### src/rtl/multicycle_alu.sv
// multicycle_alu: ALU with 1-cycle logic/arith ops and optional bit-serial MUL/MUH/DIV/MOD.
// Ports: Clock, Reset, In* request handshake, Out* result handshake; macro MULTICYCLE_ALU_MULDIV_EN.
module multicycle_alu #(
  parameter int DATA_WIDTH = 16,
  parameter int OP_WIDTH   = 4
) (
  input  logic                  Clock,
  input  logic                  Reset,
  input  logic                  InValid,
  output logic                  InReady,
  input  logic [OP_WIDTH-1:0]   Operation,
  input  logic [DATA_WIDTH-1:0] InSrc,
  input  logic [DATA_WIDTH-1:0] InDest,
  input  logic [3:0]            InFlags,
  output logic                  OutValid,
  input  logic                  OutReady,
  output logic [DATA_WIDTH-1:0] OutDest,
  output logic [3:0]            OutFlags,
  output logic                  DivByZero
);
  localparam int DW = DATA_WIDTH;

  localparam logic [OP_WIDTH-1:0] OP_MOVE = OP_WIDTH'(0);
  localparam logic [OP_WIDTH-1:0] OP_NAND = OP_WIDTH'(1);
  localparam logic [OP_WIDTH-1:0] OP_NOR  = OP_WIDTH'(2);
  localparam logic [OP_WIDTH-1:0] OP_ROL  = OP_WIDTH'(3);
  localparam logic [OP_WIDTH-1:0] OP_ROR  = OP_WIDTH'(4);
  localparam logic [OP_WIDTH-1:0] OP_ADC  = OP_WIDTH'(5);
  localparam logic [OP_WIDTH-1:0] OP_SUB  = OP_WIDTH'(6);

  typedef enum logic [1:0] {IDLE, BUSY, DONE} state_t;
  state_t state;

  assign InReady  = (state == IDLE);
  assign OutValid = (state == DONE);

  // single-cycle datapath; flags are {C, Z, N, V}
  logic [DW-1:0] sc_res;
  logic [DW:0]   sum;
  logic          sc_c, sc_v, sc_def;
  logic [3:0]    sc_flg;

  always_comb begin
    sc_res = '0;
    sum    = '0;
    sc_c   = InFlags[3];
    sc_v   = InFlags[0];
    sc_def = 1'b1;
    unique case (1'b1)
      (Operation == OP_MOVE): sc_res = InSrc;
      (Operation == OP_NAND): sc_res = ~(InDest & InSrc);
      (Operation == OP_NOR):  sc_res = ~(InDest | InSrc);
      (Operation == OP_ROL): begin
        sc_res = {InSrc[DW-2:0], InFlags[3]};
        sc_c   = InSrc[DW-1];
      end
      (Operation == OP_ROR): begin
        sc_res = {InFlags[3], InSrc[DW-1:1]};
        sc_c   = InSrc[0];
      end
      (Operation == OP_ADC): begin
        sum    = {1'b0, InDest} + {1'b0, InSrc}
               + (DW+1)'(InFlags[3]);
        sc_res = sum[DW-1:0];
        sc_c   = sum[DW];
        sc_v   = (InDest[DW-1] == InSrc[DW-1])
               && (sum[DW-1] != InDest[DW-1]);
      end
      (Operation == OP_SUB): begin
        sum    = {1'b0, InDest} - {1'b0, InSrc}
               - (DW+1)'(InFlags[3]);
        sc_res = sum[DW-1:0];
        sc_c   = sum[DW];
        sc_v   = (InDest[DW-1] != InSrc[DW-1])
               && (sum[DW-1] != InDest[DW-1]);
      end
      default: sc_def = 1'b0;
    endcase
    sc_flg = sc_def
      ? {sc_c, sc_res == '0, sc_res[DW-1], sc_v}
      : InFlags;
  end

`ifdef MULTICYCLE_ALU_MULDIV_EN
  localparam logic [OP_WIDTH-1:0] OP_MUL = OP_WIDTH'(7);
  localparam logic [OP_WIDTH-1:0] OP_DIV = OP_WIDTH'(9);
  localparam logic [OP_WIDTH-1:0] OP_MOD = OP_WIDTH'(10);
  localparam int CW = $clog2(DW);

  logic [CW-1:0]   cnt;
  logic [1:0]      sel;
  logic [DW-1:0]   hi, lo, opnd, hi_n, lo_n;
  logic [DW-1:0]   abs_s, abs_d, quo, rem, md_res;
  logic [DW:0]     rs;
  logic [2*DW-1:0] mag, prod;
  logic [3:0]      flg_q, md_flg;
  logic            sneg, dneg, dz, dvo, md_v, geq;
  logic            is_md, is_div;

  assign is_md  = (Operation >= OP_MUL) && (Operation <= OP_MOD);
  assign is_div = (Operation == OP_DIV) || (Operation == OP_MOD);
  assign abs_s  = InSrc[DW-1] ? -InSrc : InSrc;
  assign abs_d  = InDest[DW-1] ? -InDest : InDest;

  // sel: 0 MUL, 1 MUH, 2 DIV, 3 MOD. Both units work on magnitudes;
  // multiply shifts {hi,lo} right, divide is restoring with lo as quotient.
  always_comb begin
    geq = 1'b0;
    if (!sel[1]) begin
      rs   = {1'b0, hi} + (lo[0] ? {1'b0, opnd} : '0);
      hi_n = rs[DW:1];
      lo_n = {rs[0], lo[DW-1:1]};
    end else begin
      rs   = {hi, lo[DW-1]};
      geq  = rs >= {1'b0, opnd};
      hi_n = geq ? DW'(rs - {1'b0, opnd}) : rs[DW-1:0];
      lo_n = {lo[DW-2:0], geq};
    end
    mag  = {hi_n, lo_n};
    prod = sneg ? -mag : mag;
    quo  = dz ? '1 : (sneg ? -lo_n : lo_n);
    rem  = dneg ? -hi_n : hi_n;
    md_v = flg_q[0];
    case (sel)
      2'd0: begin
        md_res = prod[DW-1:0];
        md_v   = !((&prod[2*DW-1:DW-1]) || !(|prod[2*DW-1:DW-1]));
      end
      2'd1: md_res = prod[2*DW-1:DW];
      2'd2: begin
        md_res = quo;
        md_v   = dvo | flg_q[0];
      end
      default: md_res = rem;
    endcase
    md_flg = {flg_q[3], md_res == '0, md_res[DW-1], md_v};
  end
`endif

  always_ff @(posedge Clock) begin
    if (Reset) begin
      state     <= IDLE;
      OutDest   <= '0;
      OutFlags  <= '0;
      DivByZero <= 1'b0;
`ifdef MULTICYCLE_ALU_MULDIV_EN
      cnt       <= '0;
`endif
    end else begin
      unique case (state)
        IDLE: if (InValid) begin
`ifdef MULTICYCLE_ALU_MULDIV_EN
          if (is_md) begin
            state <= BUSY;
            cnt   <= '0;
            sel   <= 2'(Operation - OP_MUL);
            flg_q <= InFlags;
            hi    <= '0;
            lo    <= is_div ? abs_d : abs_s;
            opnd  <= is_div ? abs_s : abs_d;
            sneg  <= InDest[DW-1] ^ InSrc[DW-1];
            dneg  <= InDest[DW-1];
            dz    <= is_div && (InSrc == '0);
            dvo   <= (InDest == {1'b1, {(DW-1){1'b0}}}) && (&InSrc);
          end else
`endif
          begin
            state     <= DONE;
            OutDest   <= sc_res;
            OutFlags  <= sc_flg;
            DivByZero <= 1'b0;
          end
        end
        BUSY: begin
`ifdef MULTICYCLE_ALU_MULDIV_EN
          hi  <= hi_n;
          lo  <= lo_n;
          cnt <= cnt + 1'b1;
          if (cnt == CW'(DW-1)) begin
            state     <= DONE;
            cnt       <= '0;
            OutDest   <= md_res;
            OutFlags  <= md_flg;
            DivByZero <= dz;
          end
`else
          state <= IDLE;
`endif
        end
        DONE: if (OutReady) state <= IDLE;
        default: state <= IDLE;
      endcase
    end
  end
endmodule

### config.mk
export PLATFORM = sky130hd
export DESIGN_NAME = multicycle_alu
export DESIGN_NICKNAME = d
export VERILOG_FILES = /design/src/rtl/multicycle_alu.sv
export SDC_FILE = /design/constraint.sdc
export NUM_CORES = 1
export LEC_CHECK = 0
export ABC_AREA = 1
export ABC_CLOCK_PERIOD_IN_PS = 2250
export BUFFER_PORTS_ARGS = -buffer_cell sky130_fd_sc_hd__buf_2
export CAP_MARGIN = 20
export CORE_UTILIZATION = 25
export CTS_CLUSTER_DIAMETER = 50
export DETAILED_ROUTE_END_ITERATION = 8
export RECOVER_POWER = 25
export SLEW_MARGIN = 20
export SYNTH_ARGS = -nofsm -noshare
export SYNTH_HDL_FRONTEND = slang
export SYNTH_SLANG_ARGS = --single-unit
### constraint.sdc
create_clock -name Clock -period 2.25 [get_ports Clock]
set_clock_uncertainty 0.15 [all_clocks]
set_input_delay 0.225 -clock Clock [delete_from_list [all_inputs] [get_ports Clock]]
set_output_delay 0.225 -clock Clock [all_outputs]
set_load 0.02 [all_outputs]
==> flow_summary.html, run 1 <==
<table>
<tr><th>Metric</th><th>Value</th></tr>
<tr><th colspan="2">Outcome</th></tr>
<tr><td>Result of the run</td><td>complete, but fails checks</td></tr>
<tr><td>Violations in the final reports</td><td>negative setup slack</td></tr>
<tr><th colspan="2">Setup path</th></tr>
<tr><td>Worst-case reg-to-reg path depth</td><td>7</td></tr>
<tr><td>Critical Path, Cell by Cell</td><td>buf_2 &gt; inv_1 &gt; nand2_1 &gt; nor2_1 &gt; nand2_1 &gt; nand4_1 &gt; nor2_2 &gt; buf_4 &gt; buf_4 &gt; buf_4 &gt; nand2_1 &gt; o211ai_1 &gt; inv_1</td></tr>
<tr><td>WP data arrival</td><td>~2.3 ns</td></tr>
<tr><td>Crit start category</td><td>input port</td></tr>
<tr><td>Worst setup path category</td><td>in2reg</td></tr>
<tr><td>FF-to-FF Start</td><td>state[1]</td></tr>
<tr><td>Largest fanout on the critical path</td><td>7</td></tr>
<tr><td>Top Family by Delay on Critical Path</td><td>simple AND/OR/NAND/NOR gates</td></tr>
<tr><td>CP Buf/Inv Count</td><td>6</td></tr>
<tr><td>Highest-delay cell along the critical path</td><td>sky130_fd_sc_hd__nor2_1</td></tr>
<tr><td>Type of destination of the critical path</td><td>flop</td></tr>
<tr><td>Worst reg2reg path endpoint</td><td>OutFlags[3]</td></tr>
<tr><td>Max incr delay on CP</td><td>approximately 0.83 ns</td></tr>
<tr><td>Reg-to-reg setup timing slack</td><td>roughly 0.85 ns</td></tr>
<tr><td>Data required time of the worst path</td><td>about 2.3 ns</td></tr>
<tr><th colspan="2">Global routing</th></tr>
<tr><td>Pin count of the biggest net entering global routing</td><td>28</td></tr>
<tr><td>Number of antenna violations at the first check in global routing</td><td>0</td></tr>
<tr><td>GR Overflow Total</td><td>0</td></tr>
<tr><td>Global-route wire length before repair</td><td>around 26 mm</td></tr>
<tr><td>GRT Util Overall</td><td>0.1841</td></tr>
<tr><td>Number of global-route vias before repair</td><td>around 5,300</td></tr>
<tr><th colspan="2">Timing</th></tr>
<tr><td>Fin Hold WS</td><td>between 0.008 and 0.009 ns</td></tr>
<tr><td>Share of the clock period used by the worst path</td><td>1.008</td></tr>
<tr><td>Slew at the pin with the worst max-slew slack</td><td>roughly 1.1 ns</td></tr>
<tr><td>Setup total negative slack</td><td>-0.03389 ns</td></tr>
<tr><td>Shortest period the worst path allows</td><td>approximately 2.3 ns</td></tr>
<tr><td>Setup Viol. Count Final</td><td>2</td></tr>
<tr><td>Relative slew slack</td><td>0.2600</td></tr>
<tr><td>Final setup slack of the worst path</td><td>-0.01859 ns</td></tr>
<tr><td>Peak Freq</td><td>440.8 MHz</td></tr>
<tr><td>Unrepaired setup endpoints after global routing</td><td>yes</td></tr>
<tr><td>Final hold vios</td><td>0</td></tr>
<tr><td>Count of final max-slew check failures</td><td>0</td></tr>
<tr><th colspan="2">Pwr</th></tr>
<tr><td>Pwr dens</td><td>372.4 nW/µm²</td></tr>
<tr><td>Worst voltage drop across the vdd grid</td><td>a little over 300 µV</td></tr>
<tr><td>Leak pwr</td><td>~3.5 nW</td></tr>
<tr><th colspan="2">Drt</th></tr>
<tr><td>Total number of vias</td><td>approximately 5,400</td></tr>
<tr><td>DRC viols</td><td>0</td></tr>
<tr><td>1st-iter DRT viols</td><td>between 300 and 400</td></tr>
<tr><td>Detailed Routing Iterations Pass 1</td><td>5</td></tr>
<tr><td>Final wirelength</td><td>roughly 16 mm</td></tr>
<tr><td>Post-detailed-route via-to-cell ratio</td><td>around 4.6</td></tr>
<tr><td>Number of nets still failing antenna checks after routing</td><td>0</td></tr>
<tr><td>DR WL/cell</td><td>~14 µm</td></tr>
<tr><th colspan="2">Synth</th></tr>
<tr><td>Proportion of synthesized chip area in sequential cells</td><td>0.1005</td></tr>
<tr><td>Number of synthesized flops with an enable pin</td><td>0</td></tr>
<tr><td>Area of the mapped netlist</td><td>between 4000 and 5000 µm²</td></tr>
<tr><td>Fraction of synthesized cell area taken by the top area cell type</td><td>0.1992</td></tr>
<tr><td>Most frequently used flop master after synthesis</td><td>sky130_fd_sc_hd__dfxtp_1</td></tr>
<tr><td>Distinct cell type count after synthesis</td><td>38</td></tr>
<tr><td>Cells after synthesis</td><td>~750</td></tr>
<tr><td>Post-synthesis area per instance</td><td>5.570 µm²</td></tr>
<tr><td>Share of flip-flops with an asynchronous set or reset</td><td>0</td></tr>
<tr><td>Leading post-synthesis cells by cell area</td><td>sky130_fd_sc_hd__nand2_1, sky130_fd_sc_hd__ha_1, sky130_fd_sc_hd__inv_1</td></tr>
<tr><td>Count of synthesis-stage warnings from yosys</td><td>0</td></tr>
<tr><td>Syn Nets</td><td>between 800 and 900</td></tr>
<tr><td>#FFs+latches synth</td><td>21</td></tr>
<tr><td>Area leader, netlist</td><td>sky130_fd_sc_hd__nand2_1</td></tr>
<tr><th colspan="2">Floorplan</th></tr>
<tr><td>Die outline width</td><td>roughly 130 µm</td></tr>
<tr><td>Standard cell core area</td><td>16,120 µm²</td></tr>
<tr><td>Area enclosed by the die boundary</td><td>17,250 µm²</td></tr>
<tr><td>Ports</td><td>67</td></tr>
<tr><td>Chip height</td><td>between 100 and 150 µm</td></tr>
<tr><td>Number of cell rows</td><td>46</td></tr>
<tr><td>Initial cell density of the core</td><td>0.2595</td></tr>
<tr><th colspan="2">Clock network</th></tr>
<tr><td>Root cell of the clock tree</td><td>sky130_fd_sc_hd__clkbuf_16</td></tr>
<tr><td>Clock transition at path regs</td><td>~0.060 ns</td></tr>
<tr><td>Hold buffers post-CTS</td><td>0</td></tr>
<tr><td>H-tree levels</td><td>1</td></tr>
<tr><td>Count of clock tree sinks</td><td>21</td></tr>
<tr><td>Clk buf depth</td><td>2</td></tr>
<tr><td>Total clock buffers created by CTS</td><td>3</td></tr>
<tr><td>Clock latency reported for the late side of the worst-skew pair</td><td>~0.25 ns</td></tr>
<tr><td>CTS tree</td><td>yes</td></tr>
<tr><th colspan="2">Placement</th></tr>
<tr><td>Estimated wirelength of the detail-placed design</td><td>about 13 mm</td></tr>
<tr><td>Input/output buffers</td><td>65</td></tr>
<tr><td>Last weighted congestion value of the routability-driven placer</td><td>around 0.96</td></tr>
<tr><th colspan="2">Layout</th></tr>
<tr><td>Utilization after layout</td><td>0.3918</td></tr>
<tr><td>Synth-to-Final Area Change</td><td>50.97%</td></tr>
<tr><td>Diodes inserted</td><td>0</td></tr>
<tr><td>Nets</td><td>1,062</td></tr>
<tr><td>Number of filler instances in the final layout</td><td>approximately 1,800</td></tr>
<tr><td>Share of layout cells above drive strength 1</td><td>0.3176</td></tr>
<tr><th colspan="2">Worst hold path</th></tr>
<tr><td>Hold worst-path end</td><td>OutFlags[3]</td></tr>
<tr><td>Min-delay src</td><td>Reset</td></tr>
<tr><td>Hold Path Cell Cnt</td><td>2</td></tr>
<tr><td>Class of the worst hold path</td><td>in2reg</td></tr>
<tr><th colspan="2">Flow run</th></tr>
<tr><td>Max-cap violations</td><td>0</td></tr>
</table>
cell usage after synthesis, types with 2 or more instances:
cell,n
sky130_fd_sc_hd__o211ai_1,6
sky130_fd_sc_hd__nand3b_1,12
sky130_fd_sc_hd__clkbuf_1,4
sky130_fd_sc_hd__nand3_1,66
sky130_fd_sc_hd__a21oi_1,34
sky130_fd_sc_hd__nor2_1,87
sky130_fd_sc_hd__buf_6,3
sky130_fd_sc_hd__o22ai_1,6
sky130_fd_sc_hd__nor3_1,8
sky130_fd_sc_hd__ha_1,62
sky130_fd_sc_hd__inv_1,143
sky130_fd_sc_hd__dfxtp_1,21
sky130_fd_sc_hd__nand2_1,222
sky130_fd_sc_hd__o221ai_1,4
sky130_fd_sc_hd__o21bai_1,2
sky130_fd_sc_hd__nand4_1,6
sky130_fd_sc_hd__buf_2,2
sky130_fd_sc_hd__a211oi_1,2
sky130_fd_sc_hd__fa_1,4
sky130_fd_sc_hd__nor2_2,5
sky130_fd_sc_hd__o21ai_0,31
sky130_fd_sc_hd__nand2_2,5
how the worst max path moves through the flow:
stage / end / slack (ns) / startpoint / depth (start not counted)
2_1_floorplan: OutFlags[2] / 0.03 / InSrc[5] / 16
3_3_place_gp: OutFlags[2] / -0.43 / InSrc[0] / 15
3_5_place_dp: OutFlags[2] / -0.40 / InSrc[0] / 15
4_1_cts: OutFlags[2] / -0.05 / InFlags[3] / 17
6_report: OutDest[0] / -0.02 / Operation[0] / 13
5_1_grt: OutFlags[2] / -0.14 / InSrc[0] / 17
area by class of cell:
type / count / area [µm²] / area share
multi-input combinational: 576 / 3588 / 0.5683
timing repair buffer: 206 / 1411 / 0.2235
inverter: 144 / 545.5 / 0.08639
sequential: 21 / 420.4 / 0.06657
tap: 216 / 270.3 / 0.04280
clock buffer: 4 / 78.83 / 0.01248
power by group:
| group | internal [mW] | switching, mW | total (mW) |
|---|---|---|---|
| sequential | 0.404 | 0.0147 | 0.418 |
| clock | 0.241 | 0.132 | 0.373 |
| combinational | 0.692 | 0.869 | 1.56 |
| total | 1.34 | 1.01 | 2.35 |
what timing repair did:
item | in CTS | in global routing
setup endpoints to repair | 5 | 14
gates resized for setup | 24 | 79
cloned | 0 | 0
buffers inserted | 5 | 3
pin swaps | 19 | 32
logic make-up (layout without fill, tap and decap cells):
group	count (synthesis)	after routing	synth area share
DFF	21	21	0.1005
xor gates and xnor gates	2	2	0.004189
adders and majority gates	66	66	0.2046
AOI/OAI and AO/OA	92	92	0.1262
buffers and inverters	154	354	0.1451
other	1	1	0.0008965
and+or+nand+nor	415	415	0.4185
sequential cells by signal, summed over array words and instances, names as in the netlist:
signal	count
state	1
OutDest	16
OutFlags	4
through the flow:
stage / power [mW] / cell area (µm²) / worst slack [ns] / std cells
2_1_floorplan: 1.185 / 4188 / 0.02598 / 751
3_3_place_gp: 1.760 / 5728 / -0.4322 / 1155
3_5_place_dp: 1.766 / 5728 / -0.4032 / 1155
4_1_cts: 2.187 / 5926 / -0.05207 / 1164
5_1_grt: 2.557 / 6315 / -0.1447 / 1167
6_report: 2.352 / 6315 / -0.01859 / 1167
per-layer routing:
layer  GRT usage  vias to the layer above  wire length, µm
met1      0.2449                     2459             7452
met3     0.01698                       15              825
met2      0.3218                      143             7513
met5           0                        -                0
met4     0.03553                        0              195
li1            -                     2753                -
worst reg2reg max path, stage by stage (launching register included):
cell                      delay [ns]
sky130_fd_sc_hd__dfxtp_1        0.30
sky130_fd_sc_hd__inv_1          0.08
sky130_fd_sc_hd__nand2_1        0.08
sky130_fd_sc_hd__inv_2          0.31
sky130_fd_sc_hd__o21ai_0        0.15
sky130_fd_sc_hd__inv_1          0.07
sky130_fd_sc_hd__nand2_1        0.06
sky130_fd_sc_hd__a21oi_1        0.12
cells in the final DEF (no fill, tap or decap), drive strengths merged, types with 2 or more instances in the layout:
cell and instances:
a211oi 3, a21oi 34, buf 197, clkbuf 13, dfxtp 21, fa 4
ha 62, inv 144, nand2 228, nand3 66, nand3b 12, nand4 6
nor2 92, nor3 8, o211ai 6, o21ai 32, o21bai 2, o221ai 4
o22ai 6
(Power assumes the default switching activity.)
==> run 2, diff against run 1 <==
--- a/config.mk
+++ b/config.mk
@@ -6,7 +6,7 @@
 export NUM_CORES = 1
 export LEC_CHECK = 0
 export ABC_AREA = 1
-export ABC_CLOCK_PERIOD_IN_PS = 2250
+export ABC_CLOCK_PERIOD_IN_PS = 2900
 export BUFFER_PORTS_ARGS = -buffer_cell sky130_fd_sc_hd__buf_2
 export CAP_MARGIN = 20
 export CORE_UTILIZATION = 25
==> constraint.sdc (replaced) <==
create_clock -name Clock -period 2.9 [get_ports Clock]
set_clock_uncertainty 0.15 [all_clocks]
set_input_delay 0.29 -clock Clock [delete_from_list [all_inputs] [get_ports Clock]]
set_output_delay 0.29 -clock Clock [all_outputs]
set_load 0.02 [all_outputs]
==> flow_summary.html, run 2 (synthesis results as in run 1) <==
<table>
<tr><th>Metric</th><th>Value</th></tr>
<tr><th colspan="2">Outcome</th></tr>
<tr><td>Result of the run</td><td>complete, no violations</td></tr>
<tr><th colspan="2">Drt</th></tr>
<tr><td>DR WL/cell</td><td>13.53 µm (-1.2%)</td></tr>
<tr><td>Number of nets still failing antenna checks after routing</td><td>0 (unchanged)</td></tr>
<tr><td>1st-iter DRT viols</td><td>377 (+23%)</td></tr>
<tr><td>Final wirelength</td><td>14.25 mm (-11%)</td></tr>
<tr><td>Post-detailed-route via-to-cell ratio</td><td>4.622 (+0.45%)</td></tr>
<tr><td>Detailed Routing Iterations Pass 1</td><td>5 (unchanged)</td></tr>
<tr><td>Total number of vias</td><td>4,867 (-9.4%)</td></tr>
<tr><td>DRC viols</td><td>0 (unchanged)</td></tr>
<tr><th colspan="2">Timing</th></tr>
<tr><td>Setup total negative slack</td><td>0 ns (+0.03389 ns)</td></tr>
<tr><td>Shortest period the worst path allows</td><td>between 2 and 3 ns</td></tr>
<tr><td>Peak Freq</td><td>~380 MHz</td></tr>
<tr><td>Relative slew slack</td><td>0.6251 (+0.3651)</td></tr>
<tr><td>Slew at the pin with the worst max-slew slack</td><td>0.5609 ns (-0.5450 ns)</td></tr>
<tr><td>Count of final max-slew check failures</td><td>0 (unchanged)</td></tr>
<tr><td>Setup Viol. Count Final</td><td>0 (-2)</td></tr>
<tr><td>Final hold vios</td><td>0 (unchanged)</td></tr>
<tr><td>Share of the clock period used by the worst path</td><td>0.9071</td></tr>
<tr><td>Unrepaired setup endpoints after global routing</td><td>no</td></tr>
<tr><th colspan="2">Clock network</th></tr>
<tr><td>Root cell of the clock tree</td><td>sky130_fd_sc_hd__clkbuf_16</td></tr>
<tr><td>Total clock buffers created by CTS</td><td>3 (unchanged)</td></tr>
<tr><td>CTS tree</td><td>yes</td></tr>
<tr><td>Clock transition at path regs</td><td>0.06 ns (about the same)</td></tr>
<tr><td>Clk buf depth</td><td>2 (unchanged)</td></tr>
<tr><td>Setup Fix Bufs, Post-CTS</td><td>0 (-5)</td></tr>
<tr><td>Clock latency reported for the late side of the worst-skew pair</td><td>0.25 ns (about the same)</td></tr>
<tr><td>Resize count post-CTS</td><td>0 (-100%)</td></tr>
<tr><td>Count of clock tree sinks</td><td>21 (unchanged)</td></tr>
<tr><td>H-tree levels</td><td>1 (unchanged)</td></tr>
<tr><td>Hold buffers post-CTS</td><td>0 (unchanged)</td></tr>
<tr><th colspan="2">Floorplan</th></tr>
<tr><td>Number of cell rows</td><td>46 (unchanged)</td></tr>
<tr><td>Die outline width</td><td>131.4 µm (unchanged)</td></tr>
<tr><td>Ports</td><td>67 (unchanged)</td></tr>
<tr><td>Area enclosed by the die boundary</td><td>17,250 µm² (unchanged)</td></tr>
<tr><td>Standard cell core area</td><td>16,120 µm² (unchanged)</td></tr>
<tr><td>Chip height</td><td>131.4 µm (unchanged)</td></tr>
<tr><td>Initial cell density of the core</td><td>0.2595 (unchanged)</td></tr>
<tr><th colspan="2">Pwr</th></tr>
<tr><td>Proportion of power drawn by combinational gates</td><td>0.587 (-0.077)</td></tr>
<tr><td>Post-layout power</td><td>1.485 mW (-37%)</td></tr>
<tr><td>Internal power contribution</td><td>0.8120 mW (-39%)</td></tr>
<tr><td>Pwr dens</td><td>298.0 nW/µm² (-20%)</td></tr>
<tr><td>Reg power frac</td><td>0.218 (+0.040)</td></tr>
<tr><td>Worst voltage drop across the vdd grid</td><td>290.5 µV (-5.1%)</td></tr>
<tr><td>Leak pwr</td><td>2.870 nW (-17%)</td></tr>
<tr><td>Share of power burned in the clock network</td><td>0.194 (+0.035)</td></tr>
<tr><td>Power dissipated by switching net loads</td><td>0.6730 mW (-34%)</td></tr>
<tr><td>Net switching fraction of the power</td><td>0.4532 (+0.02156)</td></tr>
<tr><th colspan="2">Global routing</th></tr>
<tr><td>Number of antenna violations at the first check in global routing</td><td>0 (unchanged)</td></tr>
<tr><td>Global-route wire length before repair</td><td>22.89 mm (-12%)</td></tr>
<tr><td>GRT Util Overall</td><td>0.1632 (-0.02091)</td></tr>
<tr><td>Pin count of the biggest net entering global routing</td><td>28 (unchanged)</td></tr>
<tr><td>Number of global-route vias before repair</td><td>4,484 (-15%)</td></tr>
<tr><td>GR Overflow Total</td><td>0 (unchanged)</td></tr>
<tr><th colspan="2">Setup path</th></tr>
<tr><td>Type of destination of the critical path</td><td>flop</td></tr>
<tr><td>Worst Setup SP</td><td>InSrc[0]</td></tr>
<tr><td>Worst setup path category</td><td>in2reg</td></tr>
<tr><td>FF-to-FF Start</td><td>state[1]</td></tr>
<tr><td>Crit start category</td><td>input port</td></tr>
<tr><td>WP data arrival</td><td>2.66 ns (+0.35 ns)</td></tr>
<tr><td>Largest fanout on the critical path</td><td>5 (-2)</td></tr>
<tr><td>Data required time of the worst path</td><td>2.93 ns (+0.64 ns)</td></tr>
<tr><th colspan="2">Flow run</th></tr>
<tr><td>Max-cap violations</td><td>0 (unchanged)</td></tr>
<tr><th colspan="2">Layout</th></tr>
<tr><td>Diodes inserted</td><td>0 (unchanged)</td></tr>
<tr><td>Leading cell type in the layout, fill and taps excluded</td><td>sky130_fd_sc_hd__nand2_1</td></tr>
<tr><td>Share of layout cells above drive strength 1</td><td>0.1195 (-0.1981)</td></tr>
<tr><td>Utilization after layout</td><td>0.3092 (-0.08261)</td></tr>
<tr><td>Synth-to-Final Area Change</td><td>19.14%</td></tr>
<tr><td>Top register by number of flip-flops</td><td>OutDest</td></tr>
<tr><td>Commonest non-fill, non-tap cells in the layout</td><td>sky130_fd_sc_hd__nand2_1, sky130_fd_sc_hd__inv_1, sky130_fd_sc_hd__nor2_1</td></tr>
<tr><td>Flip-flop count of the largest register, all copies and words added</td><td>16 (unchanged)</td></tr>
<tr><td>Largest registers in the final layout</td><td>OutDest: 16 flops, OutFlags: 4 flops, state: 1 flops</td></tr>
<tr><td>Nets</td><td>948 (-11%)</td></tr>
<tr><th colspan="2">Worst hold path</th></tr>
<tr><td>Min-delay src</td><td>Reset</td></tr>
<tr><td>Class of the worst hold path</td><td>in2reg</td></tr>
<tr><th colspan="2">Placement</th></tr>
<tr><td>Input/output buffers</td><td>65 (unchanged)</td></tr>
<tr><td>Last weighted congestion value of the routability-driven placer</td><td>0.9300 (-2.7%)</td></tr>
<tr><td>Estimated wirelength of the detail-placed design</td><td>11.66 mm (-9.6%)</td></tr>
</table>
==> run 2: final cells by class <==
class	count	area [µm²]
multi-input combinational	576	3158
tap	216	270.3
inverter	144	540.5
fill	1901	11130
clock buffer	4	78.83
timing repair buffer	92	515.5
sequential	21	420.4
==> run 2: metrics by stage <==
stage / worst slack, ns / area, µm² / hold WS, ns / std cells
2_1_floorplan: 0.5244 / 4183 / 0.2091 / 751
3_3_place_gp: 0.03412 / 4915 / 0.2996 / 1049
3_5_place_dp: -0.006841 / 4915 / 0.3050 / 1049
4_1_cts: 0.2341 / 4994 / 0.06819 / 1053
5_1_grt: 0.06670 / 4984 / 0.07657 / 1053
6_report: 0.2694 / 4984 / 0.07504 / 1053
==> run 2: final timing paths <==
check,end,slack [ns],cells past startpoint
worst max-delay path,OutFlags[2],0.27,15
worst min-delay path,OutFlags[3],0.08,2
worst max register to register,OutFlags[3],1.34,8
worst min register to register,OutFlags[3],0.32,2
==> run 2: critical path, stage by stage <==
cell                      delay (ns)
sky130_fd_sc_hd__buf_2          0.15
sky130_fd_sc_hd__inv_1          0.10
sky130_fd_sc_hd__fa_1           0.48
sky130_fd_sc_hd__fa_2           0.40
sky130_fd_sc_hd__nand3_1        0.13
sky130_fd_sc_hd__nand2_1        0.11
sky130_fd_sc_hd__nand2_1        0.10
sky130_fd_sc_hd__nand2_1        0.10
sky130_fd_sc_hd__a21oi_1        0.18
sky130_fd_sc_hd__nand2_1        0.07
sky130_fd_sc_hd__nand3_1        0.10
sky130_fd_sc_hd__nand3_1        0.10
sky130_fd_sc_hd__nor2_1         0.14
sky130_fd_sc_hd__nand3_1        0.09
sky130_fd_sc_hd__a21oi_1        0.12
==> run 2: power groups by stage <==
stage | Clock, mW | Combinational, mW | Sequential (mW)
after floorplan | 0 | 0.559 | 0.360
after global placement | 0 | 0.855 | 0.330
after detailed placement | 0 | 0.862 | 0.330
after CTS | 0.296 | 0.868 | 0.324
after global routing | 0.313 | 0.983 | 0.327
final | 0.289 | 0.872 | 0.324
==> run 2: routing by layer <==
layer / global-route usage / vias to the layer above / part of all wire / wire [µm]
li1: - / 2529 / - / -
met1: 0.2262 / 2186 / 0.47 / 6677
met2: 0.2674 / 135 / 0.45 / 6420
met3: 0.02508 / 17 / 0.064 / 915
met4: 0.02842 / 0 / 0.017 / 238
met5: 0 / - / 0 / 0
==> run 3, diff against run 2 <==
--- a/config.mk
+++ b/config.mk
@@ -7,11 +7,11 @@
 export LEC_CHECK = 0
 export ABC_AREA = 1
 export ABC_CLOCK_PERIOD_IN_PS = 2900
-export BUFFER_PORTS_ARGS = -buffer_cell sky130_fd_sc_hd__buf_2
-export CAP_MARGIN = 20
 export CORE_UTILIZATION = 25
 export CTS_CLUSTER_DIAMETER = 50
 export DETAILED_ROUTE_END_ITERATION = 8
+export DONT_BUFFER_PORTS = 1
+export MAX_ROUTING_LAYER = met4
 export RECOVER_POWER = 25
 export SLEW_MARGIN = 20
 export SYNTH_ARGS = -nofsm -noshare
==> flow_summary.html, run 3 (synthesis results as in run 1) <==
<table>
<tr><th>Metric</th><th>Value</th></tr>
<tr><th colspan="2">Setup path</th></tr>
<tr><td>Type of destination of the critical path</td><td>flop</td></tr>
<tr><td>WP data arrival</td><td>2.49 ns (-0.17 ns)</td></tr>
<tr><td>Largest fanout on the critical path</td><td>5 (unchanged)</td></tr>
<tr><td>Critical Path, Cell by Cell</td><td>inv_1 &gt; fa_1 &gt; fa_1 &gt; nand3_1 &gt; nand2_1 &gt; nand2_1 &gt; nand2_1 &gt; a21oi_1 &gt; nand2_1 &gt; nand3_1 &gt; nand3_1 &gt; nor2_1 &gt; nand3_1 &gt; a21oi_1</td></tr>
<tr><td>Worst setup path category</td><td>in2reg</td></tr>
<tr><td>Max incr delay on CP</td><td>0.47 ns (about the same)</td></tr>
<tr><td>Highest-delay cell along the critical path</td><td>sky130_fd_sc_hd__fa_1</td></tr>
<tr><td>Data required time of the worst path</td><td>2.94 ns (about the same)</td></tr>
<tr><td>Crit start category</td><td>input port</td></tr>
<tr><th colspan="2">Global routing</th></tr>
<tr><td>Number of antenna violations at the first check in global routing</td><td>0 (unchanged)</td></tr>
<tr><td>GRT Util Overall</td><td>0.1629 (-0.0002577)</td></tr>
<tr><td>Pin count of the biggest net entering global routing</td><td>28 (unchanged)</td></tr>
<tr><td>GR Overflow Total</td><td>0 (unchanged)</td></tr>
<tr><td>Global-route wire length before repair</td><td>22.07 mm (-3.6%)</td></tr>
<tr><td>Number of global-route vias before repair</td><td>4,264 (-4.9%)</td></tr>
<tr><th colspan="2">Layout</th></tr>
<tr><td>Non-filler instance count after layout</td><td>977 (-7.2%)</td></tr>
<tr><td>Top register by number of flip-flops</td><td>OutDest</td></tr>
<tr><td>Commonest non-fill, non-tap cells in the layout</td><td>sky130_fd_sc_hd__nand2_1, sky130_fd_sc_hd__inv_1, sky130_fd_sc_hd__nor2_1</td></tr>
<tr><td>Flip-flop count of the largest register, all copies and words added</td><td>16 (unchanged)</td></tr>
<tr><td>Synth-to-Final Area Change</td><td>9.692%</td></tr>
<tr><td>Nets</td><td>872 (-8.0%)</td></tr>
<tr><td>Footprint of the multi-input gates</td><td>3156 µm² (about the same)</td></tr>
<tr><td>FF/Latch Area</td><td>420.4 µm² (unchanged)</td></tr>
<tr><td>Largest registers in the final layout</td><td>OutDest: 16 flops, OutFlags: 4 flops, state: 1 flops</td></tr>
<tr><td>Leading cell type in the layout, fill and taps excluded</td><td>sky130_fd_sc_hd__nand2_1</td></tr>
<tr><td>Diodes inserted</td><td>0 (unchanged)</td></tr>
<tr><td>Share of layout cells above drive strength 1</td><td>0.04205 (-0.07742)</td></tr>
<tr><td>Number of filler instances in the final layout</td><td>1,895 (-0.32%)</td></tr>
<tr><th colspan="2">Drt</th></tr>
<tr><td>Number of nets still failing antenna checks after routing</td><td>0 (unchanged)</td></tr>
<tr><td>DRC viols</td><td>0 (unchanged)</td></tr>
<tr><td>DR WL/cell</td><td>14.14 µm (+4.4%)</td></tr>
<tr><td>Met2 Wirelength</td><td>6.339 mm (-1.3%)</td></tr>
<tr><td>Topmost layer with routed signal wires</td><td>met4</td></tr>
<tr><td>Total number of vias</td><td>4,563 (-6.2%)</td></tr>
<tr><td>Met3 WL</td><td>1.014 mm (+11%)</td></tr>
<tr><td>Post-detailed-route via-to-cell ratio</td><td>4.670 (+1.0%)</td></tr>
<tr><td>Detailed Routing Iterations Pass 1</td><td>5 (unchanged)</td></tr>
<tr><td>Met1 Wirelength</td><td>6.223 mm (-6.8%)</td></tr>
<tr><td>Final wirelength</td><td>13.81 mm (-3.1%)</td></tr>
<tr><td>1st-iter DRT viols</td><td>389 (+3.2%)</td></tr>
<tr><th colspan="2">Pwr</th></tr>
<tr><td>Leak pwr</td><td>2.578 nW (-10%)</td></tr>
<tr><td>Worst voltage drop across the vdd grid</td><td>204.1 µV (-30%)</td></tr>
<tr><td>Pwr dens</td><td>303.9 nW/µm² (+2.0%)</td></tr>
<tr><th colspan="2">Clock network</th></tr>
<tr><td>Clock transition at path regs</td><td>0.05 ns (about the same)</td></tr>
<tr><td>Total clock buffers created by CTS</td><td>3 (unchanged)</td></tr>
<tr><td>Count of clock tree sinks</td><td>21 (unchanged)</td></tr>
<tr><td>CTS tree</td><td>yes</td></tr>
<tr><td>Root cell of the clock tree</td><td>sky130_fd_sc_hd__clkbuf_16</td></tr>
<tr><td>Clock latency reported for the late side of the worst-skew pair</td><td>0.25 ns (about the same)</td></tr>
<tr><td>Clk buf depth</td><td>2 (unchanged)</td></tr>
<tr><td>Resize count post-CTS</td><td>0 (unchanged)</td></tr>
<tr><td>H-tree levels</td><td>1 (unchanged)</td></tr>
<tr><td>Setup Fix Bufs, Post-CTS</td><td>0 (unchanged)</td></tr>
<tr><th colspan="2">Placement</th></tr>
<tr><td>Last weighted congestion value of the routability-driven placer</td><td>0.9143 (-1.7%)</td></tr>
<tr><td>Placed cell count</td><td>972 (-7.3%)</td></tr>
<tr><td>Input/output buffers</td><td>0 (-100%)</td></tr>
<tr><td>Estimated wirelength of the detail-placed design</td><td>11.33 mm (-2.9%)</td></tr>
<tr><th colspan="2">Timing</th></tr>
<tr><td>Share of the clock period used by the worst path</td><td>0.8453 (-0.06181)</td></tr>
<tr><td>Relative slew slack</td><td>0.5271 (-0.09808)</td></tr>
<tr><td>Setup Viol. Count Final</td><td>0 (unchanged)</td></tr>
<tr><td>Shortest period the worst path allows</td><td>2.451 ns (-0.1793 ns)</td></tr>
<tr><td>Unrepaired setup endpoints after global routing</td><td>no</td></tr>
<tr><td>Count of final max-slew check failures</td><td>0 (unchanged)</td></tr>
<tr><td>Peak Freq</td><td>407.9 MHz (+7.3%)</td></tr>
<tr><td>Setup total negative slack</td><td>0 ns (unchanged)</td></tr>
<tr><td>Slew at the pin with the worst max-slew slack</td><td>0.7068 ns (+0.1459 ns)</td></tr>
<tr><td>Fin Hold WS</td><td>0.04729 ns (-0.02775 ns)</td></tr>
<tr><td>Final hold vios</td><td>0 (unchanged)</td></tr>
<tr><th colspan="2">Floorplan</th></tr>
<tr><td>Die outline width</td><td>131.4 µm (unchanged)</td></tr>
<tr><td>Initial cell density of the core</td><td>0.2595 (unchanged)</td></tr>
<tr><td>Area enclosed by the die boundary</td><td>17,250 µm² (unchanged)</td></tr>
<tr><td>Number of cell rows</td><td>46 (unchanged)</td></tr>
<tr><td>Standard cell core area</td><td>16,120 µm² (unchanged)</td></tr>
<tr><td>Chip height</td><td>131.4 µm (unchanged)</td></tr>
<tr><td>Ports</td><td>67 (unchanged)</td></tr>
<tr><th colspan="2">Worst hold path</th></tr>
<tr><td>Class of the worst hold path</td><td>in2reg</td></tr>
<tr><th colspan="2">Flow run</th></tr>
<tr><td>Max-cap violations</td><td>0 (unchanged)</td></tr>
<tr><th colspan="2">Outcome</th></tr>
<tr><td>Result of the run</td><td>complete, no violations</td></tr>
</table>
-- run 3: changes by cell type in the layout (fill, tap and decap cells not counted), sizes merged --
cell,change
buf,-67
clkbuf,-10
dlygate4sd3,+1
-- run 3: per-stage QoR --
step | utilization | setup WS, ns | total power, mW | cell area, µm²
floorplan | - | 0.5244 | 0.9185 | 4183
detailed placement | 0.2792 | 0.2161 | 1.099 | 4499
global placement | 0.2792 | 0.2157 | 1.097 | 4499
finish | 0.2847 | 0.4487 | 1.394 | 4588
CTS | 0.2847 | 0.4662 | 1.392 | 4588
global route | 0.2847 | 0.1818 | 1.515 | 4588
-- run 3: final cells by class --
cell class,count,share of cell area
Timing Repair Buffer,16,0.02672
Inverter,144,0.1178
Sequential cell,21,0.09163
Clock buffer,4,0.01718
Tap cell,216,0.05890
Multi-Input combinational cell,576,0.6878
-- run 3: final timing paths --
| path | from | endpoint | slack [ns] | cells after the start |
|---|---|---|---|---|
| worst max-delay path | InSrc[0] | OutFlags[2] | 0.45 | 14 |
| worst min-delay path | Reset | OutDest[2] | 0.05 | 3 |
| worst max register to register | state[1] | OutFlags[3] | 1.11 | 8 |
| worst min register to register | OutFlags[3] | OutFlags[3] | 0.41 | 2 |
-- run 3: critical path: cells and delay by family --
kind / cells / cell delay (ns)
compound gates: 2 / 0.28
fa+ha+maj: 2 / 0.92
buf+inv: 1 / 0.07
simple gates: 9 / 0.91
-- run 3: repair_timing --
item	in CTS	in global routing
hold buffers	1	0
setup endpoints to repair	0	0
endpoints found under the hold margin	1	0
-- run 3: layer usage --
metal / track usage / vias to the layer above
li1: - / 2385
met5: - / -
met4: 0.03359 / 0
met1: 0.2101 / 2027
met2: 0.2665 / 129
met3: 0.02701 / 22
-- run 3: power breakdown --
group          switching [mW]  internal [mW]  total [mW]
registers              0.0452          0.313       0.359
logic                   0.486          0.262       0.748
clock network           0.100          0.187       0.288
total                   0.632          0.763        1.39
